File: src/rtl/pipe_stall_ctrl.sv
// Pipeline stall/flush controller: prefix-mask stalls from level requests and counted holds,
// a registered one-cycle prefix flush, and a saturating stall-cycle counter.
module pipe_stall_ctrl #(
  parameter int unsigned STAGES = 6,
  parameter int unsigned IDX_W  = $clog2(STAGES),
  parameter int unsigned HOLD_W = 6,
  parameter int unsigned CNT_W  = 16
) (
  input  logic              clk,
  input  logic              rst_n,
  input  logic [STAGES-1:0] stall_req_i,
  input  logic              hold_start_i,
  input  logic [IDX_W-1:0]  hold_stage_i,
  input  logic [HOLD_W-1:0] hold_len_i,
  output logic              hold_busy_o,
  input  logic              flush_req_i,
  input  logic [IDX_W-1:0]  flush_stage_i,
  output logic [STAGES-1:0] stall_o,
  output logic [STAGES-1:0] flush_o,
  input  logic              clr_cnt_i,
  output logic [CNT_W-1:0]  stall_cnt_o
);

  localparam logic StIdle  = 1'b0;
  localparam logic StFlush = 1'b1;

  logic              state_q, state_d;
  logic [HOLD_W-1:0] hcnt_q, hcnt_d;
  logic [IDX_W-1:0]  hstg_q, hstg_d;
  logic [IDX_W-1:0]  fstg_q, fstg_d;
  logic [CNT_W-1:0]  cnt_q, cnt_d;

  logic [STAGES-1:0] req_mask, hold_mask, stall_int;
  logic              flush_blk, hold_acc;

  // Out-of-range indices naturally yield all-ones, which equals the clamped mask.
  function automatic logic [STAGES-1:0] prefix_mask(input logic [IDX_W-1:0] k);
    logic [STAGES-1:0] m;
    for (int i = 0; i < STAGES; i++) m[i] = (i <= int'(k));
    return m;
  endfunction

  function automatic logic [IDX_W-1:0] clamp_idx(input logic [IDX_W-1:0] k);
    return (int'(k) >= int'(STAGES)) ? IDX_W'(STAGES - 1) : k;
  endfunction

  always_comb begin
    // Bit i is set when any stage at or above i requests a stall.
    for (int i = 0; i < STAGES; i++) req_mask[i] = |(stall_req_i >> i);

    flush_blk = flush_req_i | (state_q == StFlush);
    hold_acc  = hold_start_i & (hold_len_i != '0) & (hcnt_q == '0) & ~flush_blk;

    if (hold_acc)            hold_mask = prefix_mask(hold_stage_i);
    else if (hcnt_q != '0)   hold_mask = prefix_mask(hstg_q);
    else                     hold_mask = '0;

    stall_int = (flush_blk | ~rst_n) ? '0 : (req_mask | hold_mask);
  end

  always_comb begin
    hcnt_d = hcnt_q;
    hstg_d = hstg_q;
    if (flush_req_i) begin
      hcnt_d = '0;
    end else if (hold_acc) begin
      hcnt_d = hold_len_i - HOLD_W'(1);
      hstg_d = clamp_idx(hold_stage_i);
    end else if (hcnt_q != '0) begin
      hcnt_d = hcnt_q - HOLD_W'(1);
    end

    state_d = flush_req_i ? StFlush : StIdle;
    fstg_d  = flush_req_i ? clamp_idx(flush_stage_i) : fstg_q;

    cnt_d = cnt_q;
    if (clr_cnt_i)                           cnt_d = '0;
    else if ((stall_int != '0) && (cnt_q != '1)) cnt_d = cnt_q + CNT_W'(1);
  end

  always_ff @(posedge clk or negedge rst_n) begin
    if (!rst_n) begin
      state_q <= StIdle;
      hcnt_q  <= '0;
      hstg_q  <= '0;
      fstg_q  <= '0;
      cnt_q   <= '0;
    end else begin
      state_q <= state_d;
      hcnt_q  <= hcnt_d;
      hstg_q  <= hstg_d;
      fstg_q  <= fstg_d;
      cnt_q   <= cnt_d;
    end
  end

  assign stall_o     = stall_int;
  assign flush_o     = (state_q == StFlush) ? prefix_mask(fstg_q) : '0;
  assign hold_busy_o = (hcnt_q != '0);
  assign stall_cnt_o = cnt_q;

endmodule

File: config.mk
export PLATFORM = sky130hd
export DESIGN_NAME = pipe_stall_ctrl
export DESIGN_NICKNAME = d
export VERILOG_FILES = /design/src/rtl/pipe_stall_ctrl.sv
export SDC_FILE = /design/constraint.sdc
export NUM_CORES = 1
export LEC_CHECK = 0
export ABC_AREA = 1
export CAP_MARGIN = 20
export CORE_ASPECT_RATIO = 1.5
export CORE_MARGIN = 2
export CORE_UTILIZATION = 52
export CTS_CLUSTER_DIAMETER = 100
export DETAILED_ROUTE_END_ITERATION = 12
export PLACE_DENSITY_LB_ADDON = 0.12
export SYNTH_ARGS = -nofsm -noshare
export SYNTH_HDL_FRONTEND = slang
export SYNTH_SLANG_ARGS = --single-unit
File: constraint.sdc
create_clock -name clk -period 5.3 [get_ports clk]
set_clock_uncertainty 0.15 [all_clocks]
set_input_delay 1.06 -clock clk [delete_from_list [all_inputs] [get_ports clk]]
set_output_delay 1.06 -clock clk [all_outputs]
set_load 0.03 [all_outputs]
==> impl_metrics.env, run 1 <==
export IMPL_min_period_ns=4.459
export IMPL_cts_root_buf="clkbuf_8"
export IMPL_crit_arrival_ns=3.25
export IMPL_fmaxAchievable_mhz=224.2
export IMPL_fin_util=0.7110
export IMPL_viasPerCell=5.296
export IMPL_drt_met1_wl_um=1926
export IMPL_p_seq_frac=0.364
export IMPL_post_cts_buffers=0
export IMPL_cts_made_buffers=5
export IMPL_cts_tree="done"
export IMPL_gp_congestion=0.8446
export IMPL_ios=52
export IMPL_nNetsFinal=361
export IMPL_die_x_um=53.90
export IMPL_initialDrtViolationCount=51
export IMPL_p_sw_frac=0.3870
export IMPL_cts_sinks=29
export IMPL_synth_top_flop_cell="dfrtp_1"
export IMPL_grt_pass1_wl_um=8349
export IMPL_htreeDepth=2
export IMPL_finalWirelength_um=4873
export IMPL_synth_seq_area_share=0.3737
export IMPL_critPathLaunch="flush_req_i"
export IMPL_cp_end_kind="primary output"
export IMPL_diodes=0
export IMPL_status="finished, final reports clean"
export IMPL_fin_tns_setup_ns=0
export IMPL_maxCapViolations=0
export IMPL_multi_input_area_um2=1021
export IMPL_hold_buffers=0
export IMPL_synth_area_leader_cell="dfrtp_1"
export IMPL_peakVddDrop_uv=243.4
export IMPL_coreArea_um2=3615
export IMPL_routed_top_layer="met4"
export IMPL_io_buffers=51
export IMPL_p_per_area_nw_per_um2=300.4
export IMPL_hpwl_um=3607
export IMPL_rows=27
export IMPL_start_kind="input pin"
export IMPL_grt_pass1_vias=1956
export IMPL_cts_resized=0
export IMPL_synth_edf_count=0
export IMPL_wl_per_cell_um=12.86
export IMPL_cts_buffer_depth=2
export IMPL_ys_warn_count=0
export IMPL_synth_most_common_cell="nand2_1"
export IMPL_p_total_uw=772.0
export IMPL_synth_nets=306
export IMPL_vias=2007
export IMPL_worstMarginPinSlew_ns=0.5756
export IMPL_first_pass_iters=4
export IMPL_leakage_nw=1.315
export IMPL_drc=0
export IMPL_syn_inst=281
export IMPL_design_area_um2=2570
export IMPL_avgSynthCellArea_um2=6.911
export IMPL_hold_viol=0
export IMPL_r2r_start="stall_cnt_o[0]"
export IMPL_yosysTopAreaCellShare=0.3737
export IMPL_slew_headroom=0.6144
export IMPL_p_sw_uw=298.8
export IMPL_synth_area_leaders="dfrtp_1 (37%), nand2_1 (15%), inv_1 (7.9%), nor2_1 (7.0%), nand3_1 (6.4%)"
export IMPL_crit_path_end="stall_o[1]"
export IMPL_detail_route_antenna_nets=0
export IMPL_gr_total_overflow=0
export IMPL_timing_final_max_slew_violations=0
export IMPL_r2r_end="stall_cnt_o[11]"
export IMPL_syn_to_final_growth_pct=32.35
export IMPL_netlist_area_um2=1942
export IMPL_clkPwrFrac=0.239
export IMPL_pwr_share_comb=0.397
export IMPL_initial_core_util=0.5372
export IMPL_timing_final_crit_share=0.8414
export IMPL_rrSetupSlack_ns=3.01
export IMPL_clock_latency_ns=0.28
export IMPL_grt_usage=0.2629
export IMPL_die_area_um2=4249
export IMPL_worstPathMaxFanout=8
export IMPL_ys_async_sr_fraction=1.000
export IMPL_placed_area_um2=2484
export IMPL_seqCellArea_um2=725.7
export IMPL_drive_gt1_frac=0.05952
export IMPL_synth_distinct_cells=34
export IMPL_die_y_um=78.85
export IMPL_ys_ff_latch=29
export IMPL_hold_class="flop to flop"
export IMPL_wl_met2_um=2601
export IMPL_fillers=318
export IMPL_clk_pin_slew_ns=0.06
export IMPL_reg2reg_depth=8
export IMPL_synth_common_cells="nand2_1 (78), inv_1 (41), nor2_1 (36), dfrtp_1 (29), nand3_1 (25)"
export IMPL_rsz0062_at_grt="no"
export IMPL_intPower_uw=473.2
export IMPL_antenna_found_initial=0
export IMPL_finalSetupViolCount=0
export IMPL_grt_max_degree=30
export IMPL_criticalPathCategory="input pin to primary output"
export IMPL_required_ns=4.09
export IMPL_wl_met3_um=256
## layer usage
layer	vias to the layer above	global-route usage
li1	1016	-
met1	918	0.2979
met2	63	0.4659
met3	10	0.04511
met4	0	0.1051
met5	-	0
## cell families (layout without fill, tap and decap cells)
family / count (synthesis) / after routing / synth area share
buffers and inverters: 47 / 102 / 0.1005
AO/OA/AOI/OAI: 34 / 34 / 0.1102
AND/OR/NAND/NOR: 163 / 163 / 0.3756
flip-flops: 29 / 29 / 0.3737
adder cells (fa/ha/maj): 2 / 2 / 0.01288
XOR/XNOR: 6 / 6 / 0.02706
## sequential cells by signal, summed over array words and instances (netlist names)
signal	cells
hcnt_q	6
stall_cnt_o	16
state_q	1
hstg_q	3
fstg_q	3
## worst min path at each step
stage               slack [ns]      start  cells past startpoint   endpoint
floorplan                 0.30  fstg_q[0]                      2  fstg_q[0]
global placement          0.32  fstg_q[0]                      2  fstg_q[0]
detailed placement        0.33  fstg_q[0]                      2  fstg_q[0]
CTS                       0.35  fstg_q[0]                      2  fstg_q[0]
global route              0.39  fstg_q[0]                      2  fstg_q[0]
finish                    0.34  fstg_q[0]                      2  fstg_q[0]
## power groups by stage
stage	registers [mW]	clock network [mW]	logic, mW
finish	0.281	0.184	0.307
global route	0.284	0.197	0.352
CTS	0.279	0.189	0.307
detailed placement	0.283	0	0.306
global placement	0.282	0	0.299
floorplan	0.279	0	0.211
## layout make-up
type	count	area share
clock buffers	7	0.03359
inverters	42	0.06134
multi-input cells	205	0.3973
flip-flops and latches	29	0.2824
well taps	43	0.02093
repair buffers	53	0.2045
## worst max-delay path, stage by stage
cell and delay [ns]:
clkdlybuf4s50_1 0.40, buf_4 0.16, nor3_2 0.31, nand3_1 0.24, inv_1 0.17, o31ai_1 0.09
a31oi_1 0.14, clkdlybuf4s50_1 0.69
## layout by cell type (no fill, tap or decap), types with 2 or more instances in the layout
| cell type | n |
|---|---|
| xor2_1 | 5 |
| clkbuf_8 | 6 |
| buf_4 | 2 |
| nor2_2 | 2 |
| o21ai_0 | 11 |
| nor2_1 | 36 |
| clkdlybuf4s50_1 | 51 |
| a31oi_1 | 5 |
| dfrtp_1 | 29 |
| o211ai_1 | 2 |
| a21oi_1 | 10 |
| nand2_1 | 78 |
| or2_2 | 2 |
| nand4_1 | 8 |
| nor3_1 | 4 |
| inv_1 | 41 |
| ha_1 | 2 |
| nand3_1 | 25 |
## metrics by stage
step                worst slack, ns  hold WS, ns  instances
floorplan                     1.867       0.3030        281
global placement             0.9041       0.3231        372
detailed placement           0.8492       0.3321        372
CTS                          0.8518       0.3500        379
global route                 0.6823       0.3864        379
finish                       0.8406       0.3422        379
(Power assumes the default switching activity.)
==> inputs of run 2 (changes only) <==
CORE_UTILIZATION = 44   (was 52)
clock period = 3.95 ns   (was 5.3 ns; I/O delays follow)
==> impl_metrics.env, run 2 (synthesis gave the netlist of run 1 again) <==
export IMPL_status="finished, final reports clean"
export IMPL_hold_buffers=0
export IMPL_r2r_start="stall_cnt_o[0]"
export IMPL_gr_total_overflow=0
export IMPL_die_x_um=58.24
export IMPL_slowest_stage="clkdlybuf4s50_1"
export IMPL_hold_depth=2
export IMPL_rows=29
export IMPL_final_cells=383
export IMPL_die_area_um2=4972
export IMPL_min_period_ns=3.309
export IMPL_criticalPathCategory="input pin to primary output"
export IMPL_hold_end="fstg_q[0]"
export IMPL_worstPathMaxFanout=6
export IMPL_path_common_cell="inv_1"
export IMPL_nNetsFinal=361
export IMPL_coreArea_um2=4245
export IMPL_wl_per_cell_um=12.46
export IMPL_timing_final_max_slew_violations=0
export IMPL_hold_viol=0
export IMPL_leakage_nw=1.336
export IMPL_peakVddDrop_uv=320.1
export IMPL_diodes=0
export IMPL_detail_route_antenna_nets=0
export IMPL_grt_usage=0.2077
export IMPL_clock_latency_ns=0.29
export IMPL_clk_pin_slew_ns=0.07
export IMPL_finalSetupViolCount=0
export IMPL_gp_congestion=0.8711
export IMPL_layout_commonest_cell="nand2_1"
export IMPL_ios=52
export IMPL_grt_max_degree=30
export IMPL_reg2reg_depth=8
export IMPL_worstMarginPinSlew_ns=0.5703
export IMPL_cts_buffer_depth=2
export IMPL_largest_reg_flops=16
export IMPL_hpwl_um=3532
export IMPL_finalWirelength_um=4774
export IMPL_dp_cells=375
export IMPL_fin_tns_setup_ns=0
export IMPL_cts_made_buffers=5
export IMPL_cts_root_buf="clkbuf_8"
export IMPL_cp_end_kind="primary output"
export IMPL_drive_gt1_frac=0.08309
export IMPL_vias=1979
export IMPL_worstPathCellList="clkdlybuf4s50_1, inv_1, nor3_2, nand3_1, inv_1, o31ai_1, a31oi_1, buf_4"
export IMPL_antenna_found_initial=0
export IMPL_io_buffers=51
export IMPL_grt_pass1_wl_um=8052
export IMPL_cts_sinks=29
export IMPL_slowest_delay_ns=0.45
export IMPL_r2r_end="stall_cnt_o[11]"
export IMPL_p_per_area_nw_per_um2=409.5
export IMPL_timing_final_crit_share=0.8378
export IMPL_grt_pass1_vias=1873
export IMPL_first_pass_iters=4
export IMPL_fmaxAchievable_mhz=302.2
export IMPL_htreeDepth=2
export IMPL_fillers=422
export IMPL_cts_resized=0
export IMPL_crit_arrival_ns=2.37
export IMPL_cts_tree="done"
export IMPL_viasPerCell=5.167
export IMPL_post_cts_buffers=0
export IMPL_rsz0062_at_grt="no"
export IMPL_die_y_um=85.37
export IMPL_drc=0
export IMPL_hold_class="flop to flop"
export IMPL_rrSetupSlack_ns=1.67
export IMPL_slew_headroom=0.6180
export IMPL_required_ns=3.01
export IMPL_syn_to_final_growth_pct=32.54
export IMPL_initialDrtViolationCount=64
export IMPL_start_kind="input pin"
export IMPL_final_cell_mix="nand2_1 (78), clkdlybuf4s50_1 (45), inv_1 (41)"
export IMPL_hold_start="fstg_q[0]"
export IMPL_initial_core_util=0.4574
export IMPL_maxCapViolations=0
==> run 2: where the power goes <==
group | switching, mW | internal, mW
clock network | 0.119 | 0.157
logic | 0.249 | 0.153
registers | 0.0340 | 0.343
==> run 2: final cells by class <==
cell class	count	area [um2]	area share
multi-input cells	205	1021	0.3967
flip-flops and latches	29	725.7	0.2820
repair buffers	53	510.5	0.1983
inverters	42	157.7	0.06125
clock buffers	7	96.34	0.03743
well taps	46	57.56	0.02236
clock inverters	1	5.005	0.001945
==> run 2: worst max-delay path: cells and delay by family <==
kind,cells,cell delay (ns)
buffers and inverters,4,0.84
and+or+nand+nor,2,0.49
AOI/OAI and AO/OA,2,0.23
==> run 2: worst max-delay path by stage <==
stage / from / end / slack (ns)
final: hold_start_i / stall_o[1] / 0.64
after global placement: hold_start_i / stall_o[1] / 0.67
after floorplan: flush_req_i / stall_o[1] / 1.06
after CTS: hold_start_i / stall_o[1] / 0.63
after detailed placement: flush_req_i / stall_o[1] / 0.63
after global routing: hold_start_i / stall_o[1] / 0.40
==> run 2: metrics by stage <==
step           total power [mW]  hold slack (ns)  cell area (um2)    util  worst slack (ns)
5_1_grt                   1.131           0.4046             2574  0.6062            0.4001
4_1_cts                   1.063           0.3465             2574  0.6062            0.6296
2_1_floorplan            0.6577           0.3030             1942       -             1.057
3_5_place_dp             0.7857           0.3302             2472  0.5824            0.6338
3_3_place_gp             0.7818           0.3221             2472  0.5824            0.6671
6_report                  1.054           0.3535             2574  0.6062            0.6408
==> run 2: routing by layer <==
layer / part of all wire / global-route usage
met1: 0.39 / 0.2237
met2: 0.53 / 0.3781
met3: 0.060 / 0.04878
met4: 0.014 / 0.08457
met5: 0 / 0
==> inputs of run 3 (changes only) <==
clock period = 2.81 ns   (was 3.95 ns; I/O delays follow)
==> impl_metrics.env, run 3 (synthesis gave the netlist of run 1 again) <==
export IMPL_fin_ws_ns=0.09146
export IMPL_htreeDepth=2
export IMPL_ios=52
export IMPL_hold_class="flop to flop"
export IMPL_slowest_delay_ns=0.47
export IMPL_nNetsFinal=367
export IMPL_finalSetupViolCount=0
export IMPL_clk_pin_slew_ns=0.06
export IMPL_leakage_nw=1.364
export IMPL_clock_latency_ns=0.28
export IMPL_die_y_um=85.37
export IMPL_hold_buffers=0
export IMPL_crit_arrival_ns=2.01
export IMPL_worstPathMaxFanout=5
export IMPL_viasPerCell=5.167
export IMPL_io_buffers=51
export IMPL_p_sw_frac=0.3770
export IMPL_post_cts_buffers=0
export IMPL_drive_gt1_frac=0.1050
export IMPL_coreArea_um2=4245
export IMPL_fmaxAchievable_mhz=367.8
export IMPL_status="finished, final reports clean"
export IMPL_final_cell_mix="nand2_1 (78), clkdlybuf4s50_1 (45), inv_1 (40)"
export IMPL_min_period_ns=2.719
export IMPL_wl_met2_um=2574
export IMPL_criticalPathCategory="input pin to primary output"
export IMPL_antenna_found_initial=0
export IMPL_routed_top_layer="met4"
export IMPL_design_area_um2=2630
export IMPL_slew_headroom=0.6287
export IMPL_rows=29
export IMPL_p_sw_uw=564.4
export IMPL_grt_max_degree=30
export IMPL_clkPwrFrac=0.255
export IMPL_timing_final_crit_share=0.9675
export IMPL_grt_usage=0.2070
export IMPL_grt_pass1_wl_um=8045
export IMPL_largest_reg_flops=16
export IMPL_cts_root_buf="clkbuf_8"
export IMPL_timing_final_max_slew_violations=0
export IMPL_die_x_um=58.24
export IMPL_peakVddDrop_uv=444.6
export IMPL_die_area_um2=4972
export IMPL_pwr_share_comb=0.395
export IMPL_vias=2010
export IMPL_cts_made_buffers=5
export IMPL_cts_tree="done"
export IMPL_wl_met3_um=228
export IMPL_drt_met1_wl_um=1898
export IMPL_worstPathCellList="clkdlybuf4s50_1, nor3_4, nand3_1, inv_1, o21ai_0, a21oi_1, buf_4"
export IMPL_initialDrtViolationCount=65
export IMPL_maxCapViolations=0
export IMPL_cp_end_kind="primary output"
export IMPL_start_kind="input pin"
export IMPL_fin_tns_setup_ns=0
export IMPL_p_per_area_nw_per_um2=569.2
export IMPL_grt_pass1_vias=1964
export IMPL_layout_commonest_cell="nand2_1"
export IMPL_drc=0
export IMPL_gr_total_overflow=0
export IMPL_rsz0062_at_grt="no"
export IMPL_hold_viol=0
export IMPL_placed_area_um2=2517
export IMPL_required_ns=2.10
export IMPL_diodes=0
export IMPL_p_seq_frac=0.351
export IMPL_intPower_uw=932.7
export IMPL_detail_route_antenna_nets=0
export IMPL_slowest_stage="clkdlybuf4s50_1"
export IMPL_hpwl_um=3637
export IMPL_place_ws_ns=0.07720
export IMPL_whs_ns=0.3600
export IMPL_worstMarginPinSlew_ns=0.5535
export IMPL_gp_congestion=0.9286
export IMPL_cts_buffer_depth=2
export IMPL_fillers=418
export IMPL_first_pass_iters=4
export IMPL_wl_per_cell_um=12.44
export IMPL_finalWirelength_um=4840
export IMPL_syn_to_final_growth_pct=35.44
export IMPL_initial_core_util=0.4574
export IMPL_cts_sinks=29
==> run 3: cell type report <==
type                    count  area (um2)  share of cell area
well taps                  46       57.56             0.02188
clock inverters             1       5.005            0.001903
flip-flops and latches     29       725.7              0.2759
clock buffers               7       96.34             0.03663
multi-input cells         205        1032              0.3925
inverters                  42       157.7             0.05994
repair buffers             59       555.5              0.2112
==> run 3: routing by layer <==
layer | GRT usage | vias up
met5 | 0 | -
met4 | 0.1036 | 0
met3 | 0.02591 | 12
met2 | 0.3915 | 63
met1 | 0.2148 | 912
li1 | - | 1023
==> run 3: what timing repair did <==
| item | 4_1_cts | 5_1_grt |
|---|---|---|
| endpoints found under the hold margin | 0 | 0 |
| setup endpoints to repair | 0 | 2 |
| gates resized for setup | 0 | 3 |
==> run 3: power groups by stage <==
stage	registers, mW	logic [mW]	clock network (mW)
finish	0.525	0.591	0.381
floorplan	0.526	0.399	0
global placement	0.531	0.583	0
global route	0.532	0.664	0.407
CTS	0.524	0.591	0.388
detailed placement	0.532	0.588	0
==> run 3: worst max-delay path, delay by kind of cell <==
family / cells / cell delay [ns]
compound gates: 2 / 0.27
buf+inv: 3 / 0.81
simple gates: 2 / 0.37
==> run 3: stage by stage <==
step                      total power [mW]  cells    util
after global placement               1.114    381  0.5930
after global routing                 1.603    389  0.6195
after CTS                            1.503    389  0.6169
final                                1.497    389  0.6195
after detailed placement             1.120    381  0.5930
after floorplan                     0.9245    281       -
==> run 3: final timing paths <==
check	start	end	slack [ns]	depth (start not counted)
min in group asynchronous	rst_n	stall_cnt_o[3]	0.60	2
max in group asynchronous	rst_n	stall_cnt_o[8]	1.63	2
worst min register to register	fstg_q[0]	fstg_q[0]	0.36	2
worst max register to register	stall_cnt_o[0]	stall_cnt_o[8]	0.67	8
worst min-delay path	fstg_q[0]	fstg_q[0]	0.36	2
worst max-delay path	flush_req_i	stall_o[2]	0.09	7
